File: config.mk
export PLATFORM = sky130hd
export DESIGN_NAME = mem_l9_pair_ctrl
export DESIGN_NICKNAME = d
export VERILOG_FILES = /design/src/rtl/mem_l9_pair_ctrl.sv
export SDC_FILE = /design/constraint.sdc
export NUM_CORES = 1
export LEC_CHECK = 0
export CAP_MARGIN = 20
export CELL_PAD_IN_SITES_DETAIL_PLACEMENT = 1
export CELL_PAD_IN_SITES_GLOBAL_PLACEMENT = 1
export CORE_MARGIN = 2
export CORE_UTILIZATION = 38
export DETAILED_ROUTE_END_ITERATION = 16
export PLACE_DENSITY = 0.87
export SKIP_CTS_REPAIR_TIMING = 1
export SLEW_MARGIN = 20
export SYNTH_ARGS = -nofsm -noshare
export SYNTH_HDL_FRONTEND = slang
export SYNTH_SLANG_ARGS = --single-unit
export TNS_END_PERCENT = 100
File: constraint.sdc
create_clock -name clk -period 6 [get_ports clk]
set_clock_uncertainty 0.15 [all_clocks]
set_input_delay 1.2 -clock clk [delete_from_list [all_inputs] [get_ports clk]]
set_output_delay 1.2 -clock clk [all_outputs]
set_load 0.01 [all_outputs]
File: src/rtl/mem_l9_pair_ctrl.sv
// mem_l9_pair_ctrl
// Fill/drain controller for the layer-9 dual-port feature-map BRAM.
// Upstream words are packed in pairs and written on both ports with one
// shared strobe. On rd_start the frame is read back as (even, odd) word pairs.
// The BRAM has a 1-cycle registered read, so each drained pair takes an
// address cycle, a wait cycle and an output cycle.
module mem_l9_pair_ctrl #(
    parameter int DATA_WIDTH      = 16,
    parameter int BRAM_addr_WIDTH = 10,
    parameter int N_WORDS         = 1024
) (
    input  logic                       clk,
    input  logic                       rst,
    input  logic [DATA_WIDTH-1:0]      s_data,
    input  logic                       s_valid,
    output logic                       s_ready,
    input  logic                       rd_start,
    input  logic                       new_frame,
    output logic [DATA_WIDTH-1:0]      m_data1,
    output logic [DATA_WIDTH-1:0]      m_data2,
    output logic                       m_valid,
    input  logic                       m_ready,
    output logic                       done_wr,
    output logic                       done_rd,
    output logic [BRAM_addr_WIDTH-1:0] BRAM1_addr1,
    output logic [BRAM_addr_WIDTH-1:0] BRAM1_addr2,
    output logic [DATA_WIDTH-1:0]      BRAM1_in1,
    output logic [DATA_WIDTH-1:0]      BRAM1_in2,
    output logic                       wr,
    input  logic [DATA_WIDTH-1:0]      BRAM1_out1,
    input  logic [DATA_WIDTH-1:0]      BRAM1_out2
);

    // Pointers carry one extra bit so a full 2**AW frame does not wrap to 0.
    localparam int AW = BRAM_addr_WIDTH;
    localparam int PW = BRAM_addr_WIDTH + 1;
    localparam logic [PW-1:0] LAST_P = PW'(N_WORDS);

    typedef enum logic [2:0] {
        S_FILL    = 3'd0,
        S_FULL    = 3'd1,
        S_RD_ADDR = 3'd2,
        S_RD_WAIT = 3'd3,
        S_RD_OUT  = 3'd4,
        S_DONE    = 3'd5
    } state_t;

    state_t                  state_r;
    state_t                  state_next_s;
    logic [PW-1:0]           wr_ptr_r;
    logic [PW-1:0]           rd_ptr_r;
    logic [DATA_WIDTH-1:0]   hold_r;
    logic                    hold_vld_r;

    logic                    accept_s;
    logic                    pair_ok_s;
    logic                    handshake_s;
    logic [PW-1:0]           wr_ptr_inc_s;
    logic [PW-1:0]           rd_ptr_inc_s;
    logic                    wr_last_s;
    logic                    rd_last_s;

    // s_ready is combinational so a word can be taken every cycle while filling.
    assign s_ready      = (state_r == S_FILL) && !rst;
    assign accept_s     = s_valid && s_ready;
    assign pair_ok_s    = accept_s && hold_vld_r;
    assign handshake_s  = m_valid && m_ready;
    assign wr_ptr_inc_s = wr_ptr_r + PW'(2);
    assign rd_ptr_inc_s = rd_ptr_r + PW'(2);
    assign wr_last_s    = (wr_ptr_inc_s == LAST_P);
    assign rd_last_s    = (rd_ptr_inc_s == LAST_P);

    // State register with synchronous reset back to filling.
    always_ff @(posedge clk) begin
        if (rst) begin
            state_r <= S_FILL;
        end else begin
            state_r <= state_next_s;
        end
    end

    // Next-state logic; new_frame has priority over rd_start in S_DONE.
    always_comb begin
        state_next_s = state_r;
        case (state_r)
            S_FILL: begin
                if (pair_ok_s && wr_last_s) begin
                    state_next_s = S_FULL;
                end else begin
                    state_next_s = S_FILL;
                end
            end
            S_FULL: begin
                if (rd_start) begin
                    state_next_s = S_RD_ADDR;
                end else begin
                    state_next_s = S_FULL;
                end
            end
            S_RD_ADDR: state_next_s = S_RD_WAIT;
            S_RD_WAIT: state_next_s = S_RD_OUT;
            S_RD_OUT: begin
                if (handshake_s) begin
                    if (rd_last_s) begin
                        state_next_s = S_DONE;
                    end else begin
                        state_next_s = S_RD_ADDR;
                    end
                end else begin
                    state_next_s = S_RD_OUT;
                end
            end
            S_DONE: begin
                if (new_frame) begin
                    state_next_s = S_FILL;
                end else if (rd_start) begin
                    state_next_s = S_RD_ADDR;
                end else begin
                    state_next_s = S_DONE;
                end
            end
            default: state_next_s = S_FILL;
        endcase
    end

    // Datapath: pair packing, BRAM port registers, read capture and status flags.
    // Read addresses are loaded on the edge that enters S_RD_ADDR so the BRAM
    // samples them at the S_RD_ADDR -> S_RD_WAIT edge and the data is ready
    // to capture at the S_RD_WAIT -> S_RD_OUT edge.
    always_ff @(posedge clk) begin
        if (rst) begin
            wr_ptr_r    <= {PW{1'b0}};
            rd_ptr_r    <= {PW{1'b0}};
            hold_r      <= {DATA_WIDTH{1'b0}};
            hold_vld_r  <= 1'b0;
            wr          <= 1'b0;
            BRAM1_addr1 <= {AW{1'b0}};
            BRAM1_addr2 <= {AW{1'b0}};
            BRAM1_in1   <= {DATA_WIDTH{1'b0}};
            BRAM1_in2   <= {DATA_WIDTH{1'b0}};
            m_data1     <= {DATA_WIDTH{1'b0}};
            m_data2     <= {DATA_WIDTH{1'b0}};
            m_valid     <= 1'b0;
            done_wr     <= 1'b0;
            done_rd     <= 1'b0;
        end else begin
            wr <= 1'b0;
            case (state_r)
                S_FILL: begin
                    if (accept_s) begin
                        if (hold_vld_r) begin
                            wr          <= 1'b1;
                            BRAM1_addr1 <= wr_ptr_r[AW-1:0];
                            BRAM1_addr2 <= wr_ptr_r[AW-1:0] + AW'(1);
                            BRAM1_in1   <= hold_r;
                            BRAM1_in2   <= s_data;
                            wr_ptr_r    <= wr_ptr_inc_s;
                            hold_vld_r  <= 1'b0;
                            if (wr_last_s) begin
                                done_wr <= 1'b1;
                            end
                        end else begin
                            hold_r     <= s_data;
                            hold_vld_r <= 1'b1;
                        end
                    end
                end
                S_FULL: begin
                    if (rd_start) begin
                        rd_ptr_r    <= {PW{1'b0}};
                        BRAM1_addr1 <= {AW{1'b0}};
                        BRAM1_addr2 <= AW'(1);
                    end
                end
                S_RD_ADDR: begin
                    m_valid <= 1'b0;
                end
                S_RD_WAIT: begin
                    m_data1 <= BRAM1_out1;
                    m_data2 <= BRAM1_out2;
                    m_valid <= 1'b1;
                end
                S_RD_OUT: begin
                    if (handshake_s) begin
                        m_valid  <= 1'b0;
                        rd_ptr_r <= rd_ptr_inc_s;
                        if (rd_last_s) begin
                            done_rd <= 1'b1;
                        end else begin
                            BRAM1_addr1 <= rd_ptr_inc_s[AW-1:0];
                            BRAM1_addr2 <= rd_ptr_inc_s[AW-1:0] + AW'(1);
                        end
                    end
                end
                S_DONE: begin
                    if (new_frame) begin
                        wr_ptr_r   <= {PW{1'b0}};
                        hold_vld_r <= 1'b0;
                        done_wr    <= 1'b0;
                        done_rd    <= 1'b0;
                    end else if (rd_start) begin
                        rd_ptr_r    <= {PW{1'b0}};
                        done_rd     <= 1'b0;
                        BRAM1_addr1 <= {AW{1'b0}};
                        BRAM1_addr2 <= AW'(1);
                    end
                end
                default: begin
                    m_valid <= 1'b0;
                end
            endcase
        end
    end

endmodule

=== Word-level counts from Yosys, hierarchy flattened ===
Cells that the tools add are included.

* Equality and inequality tests: 16
* $add $sub $neg: 4
* Bitwise operators: 4
* Reductions and logical operators: 22
* Mux-type cells: 45

{| class="wikitable"
|+ Operators by type and width
! kind !! count
|-
| 10-bit 2-to-1 mux || 12
|-
| 10-bit one-hot mux with 4 select lines || 2
|-
| 11-bit 2-to-1 mux || 6
|-
| 11-bit one-hot mux with 3 select lines || 1
|-
| 11-bit by 2-bit adder with 11-bit output, second input constant || 2
|-
| 11-bit equality test, second input constant || 2
|-
| 11-bit one-hot mux with 2 select lines || 1
|-
| 10-bit by 1-bit adder with 10-bit output, second input constant || 2
|-
| 3-bit one-hot mux with 6 select lines || 1
|-
| 2-bit inequality test, second input constant || 8
|-
| 1-bit 2-to-1 mux || 13
|-
| 3-bit 2-to-1 mux || 4
|-
| 3-bit AND reduction || 4
|-
| 4-bit AND reduction || 2
|-
| 3-bit by 2-bit equality test with 1-bit output, second input constant || 2
|-
| 3-bit equality test, second input constant || 2
|-
| 1-bit one-hot mux with 2 select lines || 3
|-
| 6-bit AND reduction || 1
|-
| 3-bit OR reduction || 2
|-
| 1-bit logical AND || 5
|-
| 5-bit AND reduction || 1
|-
| 1-bit inverter || 4
|-
| 2-bit nonzero test || 2
|-
| 4-bit nonzero test || 1
|-
| 8 further kinds || 8
|}

* Flip-flop bits (word level): 130
* Output and inout port bits: 89
* Logic and storage cells: 106

=== Longest topological paths before layout ===
Gate-level depths: netlist (run 1).

* Word-level depth: 7
* Depth in mapped cells: 8
* Depth with buffers taken out: 6

=== Worst setup path after synthesis (run 1) ===
No wires, ideal clock.

* Kind: input-to-reg
* Start: input rd_start
* End: register BRAM1_addr1[8]
* Path buffers: 0
* Setup time: 0.117 ns
* Stages on the path: 5
* Setup slack: 3.240 ns
* Required time: 5.733 ns
* Arrival time: 2.493 ns
* Cell sequence: a21bo_2 > a22o_1 > nor3_1 > a41o_1 > a2bb2oi_2

* Longest elaborated chain between the ends: 3

{| class="wikitable"
|+ Ends and longest elaborated chain
! what !! line !! text
|-
| start, declared || 17 || <nowiki>input logic rd_start,</nowiki>
|-
| 10-bit 2-to-1 mux * || n/a ||
|-
| 10-bit 2-to-1 mux || n/a ||
|-
| 10-bit one-hot mux with 4 select lines * || n/a ||
|-
| end signal, assigned || 137 || <nowiki>BRAM1_addr1 <= {AW{1'b0}};</nowiki>
|-
| end signal, assigned || 153 || <nowiki>BRAM1_addr1 <= wr_ptr_r[AW-1:0];</nowiki>
|-
| end signal, assigned || 171 || <nowiki>BRAM1_addr1 <= {AW{1'b0}};</nowiki>
|-
| end, declared || 25 || <nowiki>output logic [BRAM_addr_WIDTH-1:0] BRAM1_addr1,</nowiki>
|}

Mark *: on every way between the ends. The rest lies on a longest branch, timed or not. The select of a mux whose other input is x is not followed.
A chain may end at the register's enable or synchronous reset.

=== Final worst setup path (run 1) ===
* Start: input rst
* End: output s_ready

* Longest elaborated chain between the ends: 2

{| class="wikitable"
|+ Ends and longest elaborated chain
! what !! line !! text
|-
| start, declared || 13 || <nowiki>input logic rst,</nowiki>
|-
| 1-bit zero test || 64 || <nowiki>assign s_ready = (state_r == S_FILL) && !rst;</nowiki>
|-
| 1-bit logical AND || 64 ||
|-
| end, declared || 16 || <nowiki>output logic s_ready,</nowiki>
|}

Every way passes these cells.

==> reports/results.tsv, run 1 <==
metric	value	unit
status	complete, no violations	
most common flop cell mapped by yosys	dfxtp_1	
vias per inst	5.45	
total track usage	0.230	
Worst-Skew Late Latency	0.42	ns
number of remaining DRC errors	0	
Final Cycle Share	0.600	
Reg clk slew, reported paths	0.06	ns
crit path DAT	2.25	ns
yosys warns	0	
routed via count	5327	
Worst R2R Start	rd_ptr_r[1]$_SDFFE_PP0P_	
Worst Slack Setup Final	2.40	ns
Num CTS Buffers	17	
hold depth	2	
kind of critical path	input port to primary output	
CTS tree	done	
fin util	0.526	
f_max	278	MHz
final setup TNS	0	ns
Post-Place Setup Slack	1.95	ns
# diodes	0	
RePlAce Congestion	0.841	
LEAKAGE	2.54	nW
fin area	7550	sq um
min-delay worst type	flip-flop to flip-flop	
global-route wire length before repair	29100	microns
FP Rows	44	
Placed Cells	946	
headroom to the max-slew limit	0.364	
Max-Cap Viols	0	
layout cells sized above 1	0.0819	
H-tree levels	4	
WP data required	4.65	ns
Least-Margin Pin Slew	0.947	ns
GR Overflow Total	0	
count of cell types in the netlist	71	
DRT Pass-1 Iters	4	
maximum vdd drop	0.000236	V
Placed Area	6920	sq um
Post-synth ARST share	0	
Final ANT Viol Nets	0	
die height	125	microns
DR iter-0 viols	298	
clk sinks	128	
vias in the first global route	5736	
hold path start	BRAM1_in1[13]$_SDFFE_PP0P_	
crit end category	primary output	
R2R depth	6	
post-DP HPWL	12000	microns
area grow syn2layout	36.8	%
R2R Setup Slk	3.01	ns
number of flops mapped to enable cells by yosys	0	
WL/cell	17.9	microns
Max Slew Vio Count	0	
fillers	1660	
Seq. cell area	2560	sq um
port bufs	142	
largest net degree at the start of global routing	85	
post-route insts no fill	978	
CTS Buffer Depth	2	
Starting Density	0.384	
Seq cells post-synth	128	
sequential cell area fraction in the yosys report	0.464	
Worst Hold End	BRAM1_in1[13]$_SDFFE_PP0P_	
final WL	17500	microns
final hold vios	0	
Setup violations, final	0	
Max FO, Critical Path	39	
post-synth net total	723	
Ports	143	
Gate Count Post-Synth	667	
crit start category	input port	
post-synthesis area per instance	8.28	sq um
crit path time final	3.60	ns
area of the multi-input gates	2670	sq um
Cell Area, Synth	5520	sq um
RSZ-0062 raised after global routing	false	
Die X	125	microns
Die ar.	15500	sq um
Core Region	14400	sq um
initial antenna violation count	0	
CTS root buf	clkbuf_16	
Power per Cell Area	276	nW/um^2
# nets final	837	
capture point of the worst reg-to-reg path	BRAM1_addr2[0]$_SDFFE_PP0P_	
synthesized netlist by cell type, drive strengths merged, types with 5 or more instances:
library cell  count  area [sq um]
nand2           187           704
nand3            13          70.1
nand4             6          52.6
a21oi           100           500
clkbuf           39           166
a21o              6          45.0
xor2              5          43.8
nor2             31           116
a2bb2oi          18           220
nor3             14          70.1
nand3b            6          45.0
o21ai            15          75.1
buf              13           115
a22oi             7          52.6
xnor2             5          43.8
dfxtp           128          2560
worst max-delay path by stage:
stage | startpoint | end | slack [ns]
after floorplan | rd_start | BRAM1_addr1[8]$_SDFFE_PP0P_ | 3.24
after global placement | rd_start | BRAM1_addr1[5]$_SDFFE_PP0P_ | 2.12
after detailed placement | rd_start | BRAM1_addr1[2]$_SDFFE_PP0P_ | 1.95
after CTS | rd_start | BRAM1_addr1[5]$_SDFFE_PP0P_ | 2.37
after global routing | rst | s_ready | 2.32
final | rst | s_ready | 2.40
cell usage in the layout, fill, tap and decap left out, types with 3 or more instances in the layout:
cell | netlist | layout
a2bb2oi_2 | 10 | 10
dfxtp_1 | 128 | 128
clkbuf_1 | 37 | 3
o211ai_1 | 3 | 3
nor3_1 | 14 | 14
a21o_1 | 6 | 6
a21oi_1 | 100 | 100
nor2_1 | 31 | 30
xnor2_1 | 5 | 5
nand2_1 | 186 | 186
nor3b_1 | 3 | 3
bufinv_16 | 0 | 3
o21ai_0 | 15 | 15
clkbuf_8 | 2 | 4
or4_1 | 3 | 3
nand3_1 | 12 | 12
nand3b_1 | 6 | 6
a22o_1 | 3 | 3
a211oi_1 | 3 | 3
xor2_1 | 5 | 5
clkdlybuf4s50_1 | 0 | 141
a2bb2oi_1 | 8 | 8
buf_4 | 3 | 7
a22oi_1 | 7 | 7
nand4_1 | 5 | 5
clkbuf_16 | 0 | 17
a41o_1 | 4 | 4
routing by layer:
layer / share of wire / vias up / GRT usage
met2: 0.51 / 147 / 0.394
met5: 0 / - / 0
li1: - / 2538 / -
met1: 0.39 / 2595 / 0.259
met4: 0.036 / 0 / 0.124
met3: 0.060 / 47 / 0.0657
registers in the layout, summed over array words and instances (netlist names):
name and cells:
wr_ptr_r 10, wr 1, m_data2 16, hold_vld_r 1, done_wr 1, m_valid 1, BRAM1_in1 16, m_data1 16
rd_ptr_r 10, done_rd 1, BRAM1_addr1 10, state_r 3, BRAM1_in2 16, BRAM1_addr2 10, hold_r 16
logic make-up (layout without fill, tap and decap cells):
logic type      count (synthesis)  in the layout  synth area share
simple gates                  287            287             0.235
fa+ha+maj                       2              2           0.00453
flops                         128            128             0.464
buf+inv                        56            183            0.0553
xor+xnor                       10             10            0.0159
compound gates                184            184             0.225
area by class of cell:
cell class | count | share of cell area
inverters | 3 | 0.00149
flip-flops and latches | 128 | 0.339
clock inverters | 8 | 0.0166
clock buffers | 24 | 0.0651
well taps | 184 | 0.0305
repair buffers | 148 | 0.194
multi-input cells | 483 | 0.353
per-stage QoR:
| step | power, mW | hold slack [ns] |
|---|---|---|
| finish | 2.09 | 0.304 |
| global route | 2.15 | 0.325 |
| CTS | 2.10 | 0.306 |
| detailed placement | 1.03 | 0.299 |
| global placement | 1.02 | 0.286 |
| floorplan | 0.952 | 0.282 |
power breakdown:
part           total, mW  leakage, nW  internal (mW)  switching, mW
sequential         0.878         1.03          0.867         0.0111
clock               1.08        0.301          0.699          0.379
combinational      0.132         1.21         0.0697         0.0619
worst max-delay path: stages:
cell and delay [ns]:
buf_4 0.24, nor2_1 0.21, clkdlybuf4s50_1 0.58
No activity file was read; power rests on OpenSTA's default activity.
==> inputs of run 2 (changes only) <==
Settings changed: CORE_UTILIZATION 38 to 32, PLACE_DENSITY 0.87 to 0.79.
Clock period 6 ns to 3.2 ns, I/O delays scaled along.
==> run 2 against run 1 <==
  * Die area up 18%
  * Global-route usage is 4.8 points lower
  * Sequential power up 87%
  * Cell count grew 4.9%
  * Final area grew 0.73%
  * Highest routed layer unchanged
  * Sequential share of layout area shrank 0.25 points
  * First-iteration DRC count down 19%
  * Combinational power increased by 86%
  * Largest power group unchanged
  * Largest cell class unchanged
  * Flip-flop and latch count is the same
==> reports/results.tsv, run 2 (synthesis gave the netlist of run 1 again) <==
metric	value	unit
Die ar.	18300	sq um
vias per inst	5.04	
DRT Pass-1 Iters	4	
final WL	16500	microns
total track usage	0.183	
min-delay worst type	flip-flop to flip-flop	
maximum vdd drop	0.000347	V
Final ANT Viol Nets	0	
Core Region	17100	sq um
CTS tree	done	
most common cell after layout, fill and taps aside	nand2_1	
Pwr Total	3.73	mW
internal power	2.83	mW
largest net degree at the start of global routing	55	
H-tree levels	4	
most frequent cells in the layout	nand2_1, clkdlybuf4s50_1, dfxtp_1	
Max FO, Critical Path	18	
CTS Buffer Depth	2	
status	complete, no violations	
Setup violations, final	0	
crit path DAT	2.09	ns
proportion of power drawn by flip-flops and latches	0.440	
Least-Margin Pin Slew	0.771	ns
fillers	2057	
WP data required	2.41	ns
Starting Density	0.324	
final hold vios	0	
Num CTS Buffers	17	
Comb pwr share	0.066	
FP Rows	48	
headroom to the max-slew limit	0.485	
port bufs	142	
CTS root buf	clkbuf_16	
crit start category	flip-flop	
# nets final	845	
crit end category	primary output	
CP max-delay cell	clkdlybuf4s50_1	
slowest stage delay, CP	0.58	ns
layout cells sized above 1	0.0936	
initial antenna violation count	0	
Net Sw Frac	0.241	
RSZ-0062 raised after global routing	false	
crit path time final	2.88	ns
# diodes	0	
Buf/Inv on CP	1	
LEAKAGE	2.55	nW
number of remaining DRC errors	0	
Hold WS	0.302	ns
global-route wire length before repair	26500	microns
Final Cycle Share	0.899	
kind of critical path	flip-flop to primary output	
Worst-Skew Late Latency	0.42	ns
net switching power	898	uW
Max Slew Vio Count	0	
crit path cell chain	or3_1, nor2_1, clkdlybuf4s50_1	
fin util	0.446	
RePlAce Congestion	0.819	
final setup TNS	0	ns
vias in the first global route	5190	
DR iter-0 viols	241	
die height	135	microns
area grow syn2layout	37.8	%
clk sinks	128	
Max-Cap Viols	0	
Power per Cell Area	490	nW/um^2
clock power share	0.494	
Ports	143	
post-DP HPWL	11400	microns
Reg clk slew, reported paths	0.06	ns
crit-path leading delay family	simple AND/OR/NAND/NOR gates	
Die X	135	microns
f_max	348	MHz
routed via count	5168	
WL/cell	16.1	microns
GR Overflow Total	0	
run 2: changes by cell type in the layout (fill, tap and decap cells not counted):
| cell | change |
|---|---|
| clkbuf_8 | -4 |
| buf_12 | +1 |
| a41oi_2 | +1 |
| inv_6 | +1 |
| clkinvlp_4 | +3 |
| bufinv_16 | -2 |
| clkinv_4 | +3 |
| buf_4 | +7 |
| inv_8 | +1 |
| a41oi_4 | -1 |
| clkbuf_1 | -3 |
run 2: stage by stage:
| stage | worst slack (ns) | instances | area [sq um] |
|---|---|---|---|
| finish | 0.324 | 1026 | 7610 |
| global route | 0.171 | 1026 | 7610 |
| CTS | 0.309 | 1026 | 7610 |
| detailed placement | 0.289 | 995 | 7050 |
| global placement | 0.396 | 995 | 7050 |
| floorplan | 0.841 | 667 | 5520 |
run 2: path summary, 6_finish.rpt:
kind | cells after the start | to | slack (ns) | start
hold reg to reg | 2 | m_data1[4]$_SDFFE_PP0P_ | 0.30 | m_data1[4]$_SDFFE_PP0P_
hold / removal | 2 | m_data1[4]$_SDFFE_PP0P_ | 0.30 | m_data1[4]$_SDFFE_PP0P_
setup reg to reg | 6 | BRAM1_addr2[9]$_SDFFE_PP0P_ | 0.42 | rd_ptr_r[1]$_SDFFE_PP0P_
setup / recovery | 3 | s_ready | 0.32 | state_r[2]$_SDFF_PP0_
run 2: cell type report:
type                            instances  area [sq um]  share of cell area
Clock inverter                         14           134              0.0176
Sequential cell                       128          2560               0.337
Inverter                                3          11.3             0.00148
Timing Repair Buffer                  156          1540               0.202
Clock buffer                           17           425              0.0559
Multi-Input combinational cell        483          2660               0.349
Tap cell                              225           282              0.0370
run 2: worst min-delay path: stages, from the launching register on:
cell and delay (ns):
dfxtp_1 0.31, nand2_1 0.05, a21oi_1 0.05
run 2: power by group through the flow:
| stage | sequential (mW) | clock, mW | combinational [mW] |
|---|---|---|---|
| final | 1.64 | 1.84 | 0.246 |
| after global routing | 1.65 | 1.96 | 0.267 |
| after CTS | 1.64 | 1.88 | 0.249 |
| after detailed placement | 1.68 | 0 | 0.247 |
| after global placement | 1.68 | 0 | 0.244 |
| after floorplan | 1.68 | 0 | 0.101 |
run 2: metal layers:
layer  vias to the layer above  share of wire  global-route usage
met4                         0          0.013              0.0556
met5                         -              0                   0
met2                        95           0.50               0.304
li1                       2548              -                   -
met1                      2507           0.44               0.220
met3                        18          0.055              0.0670
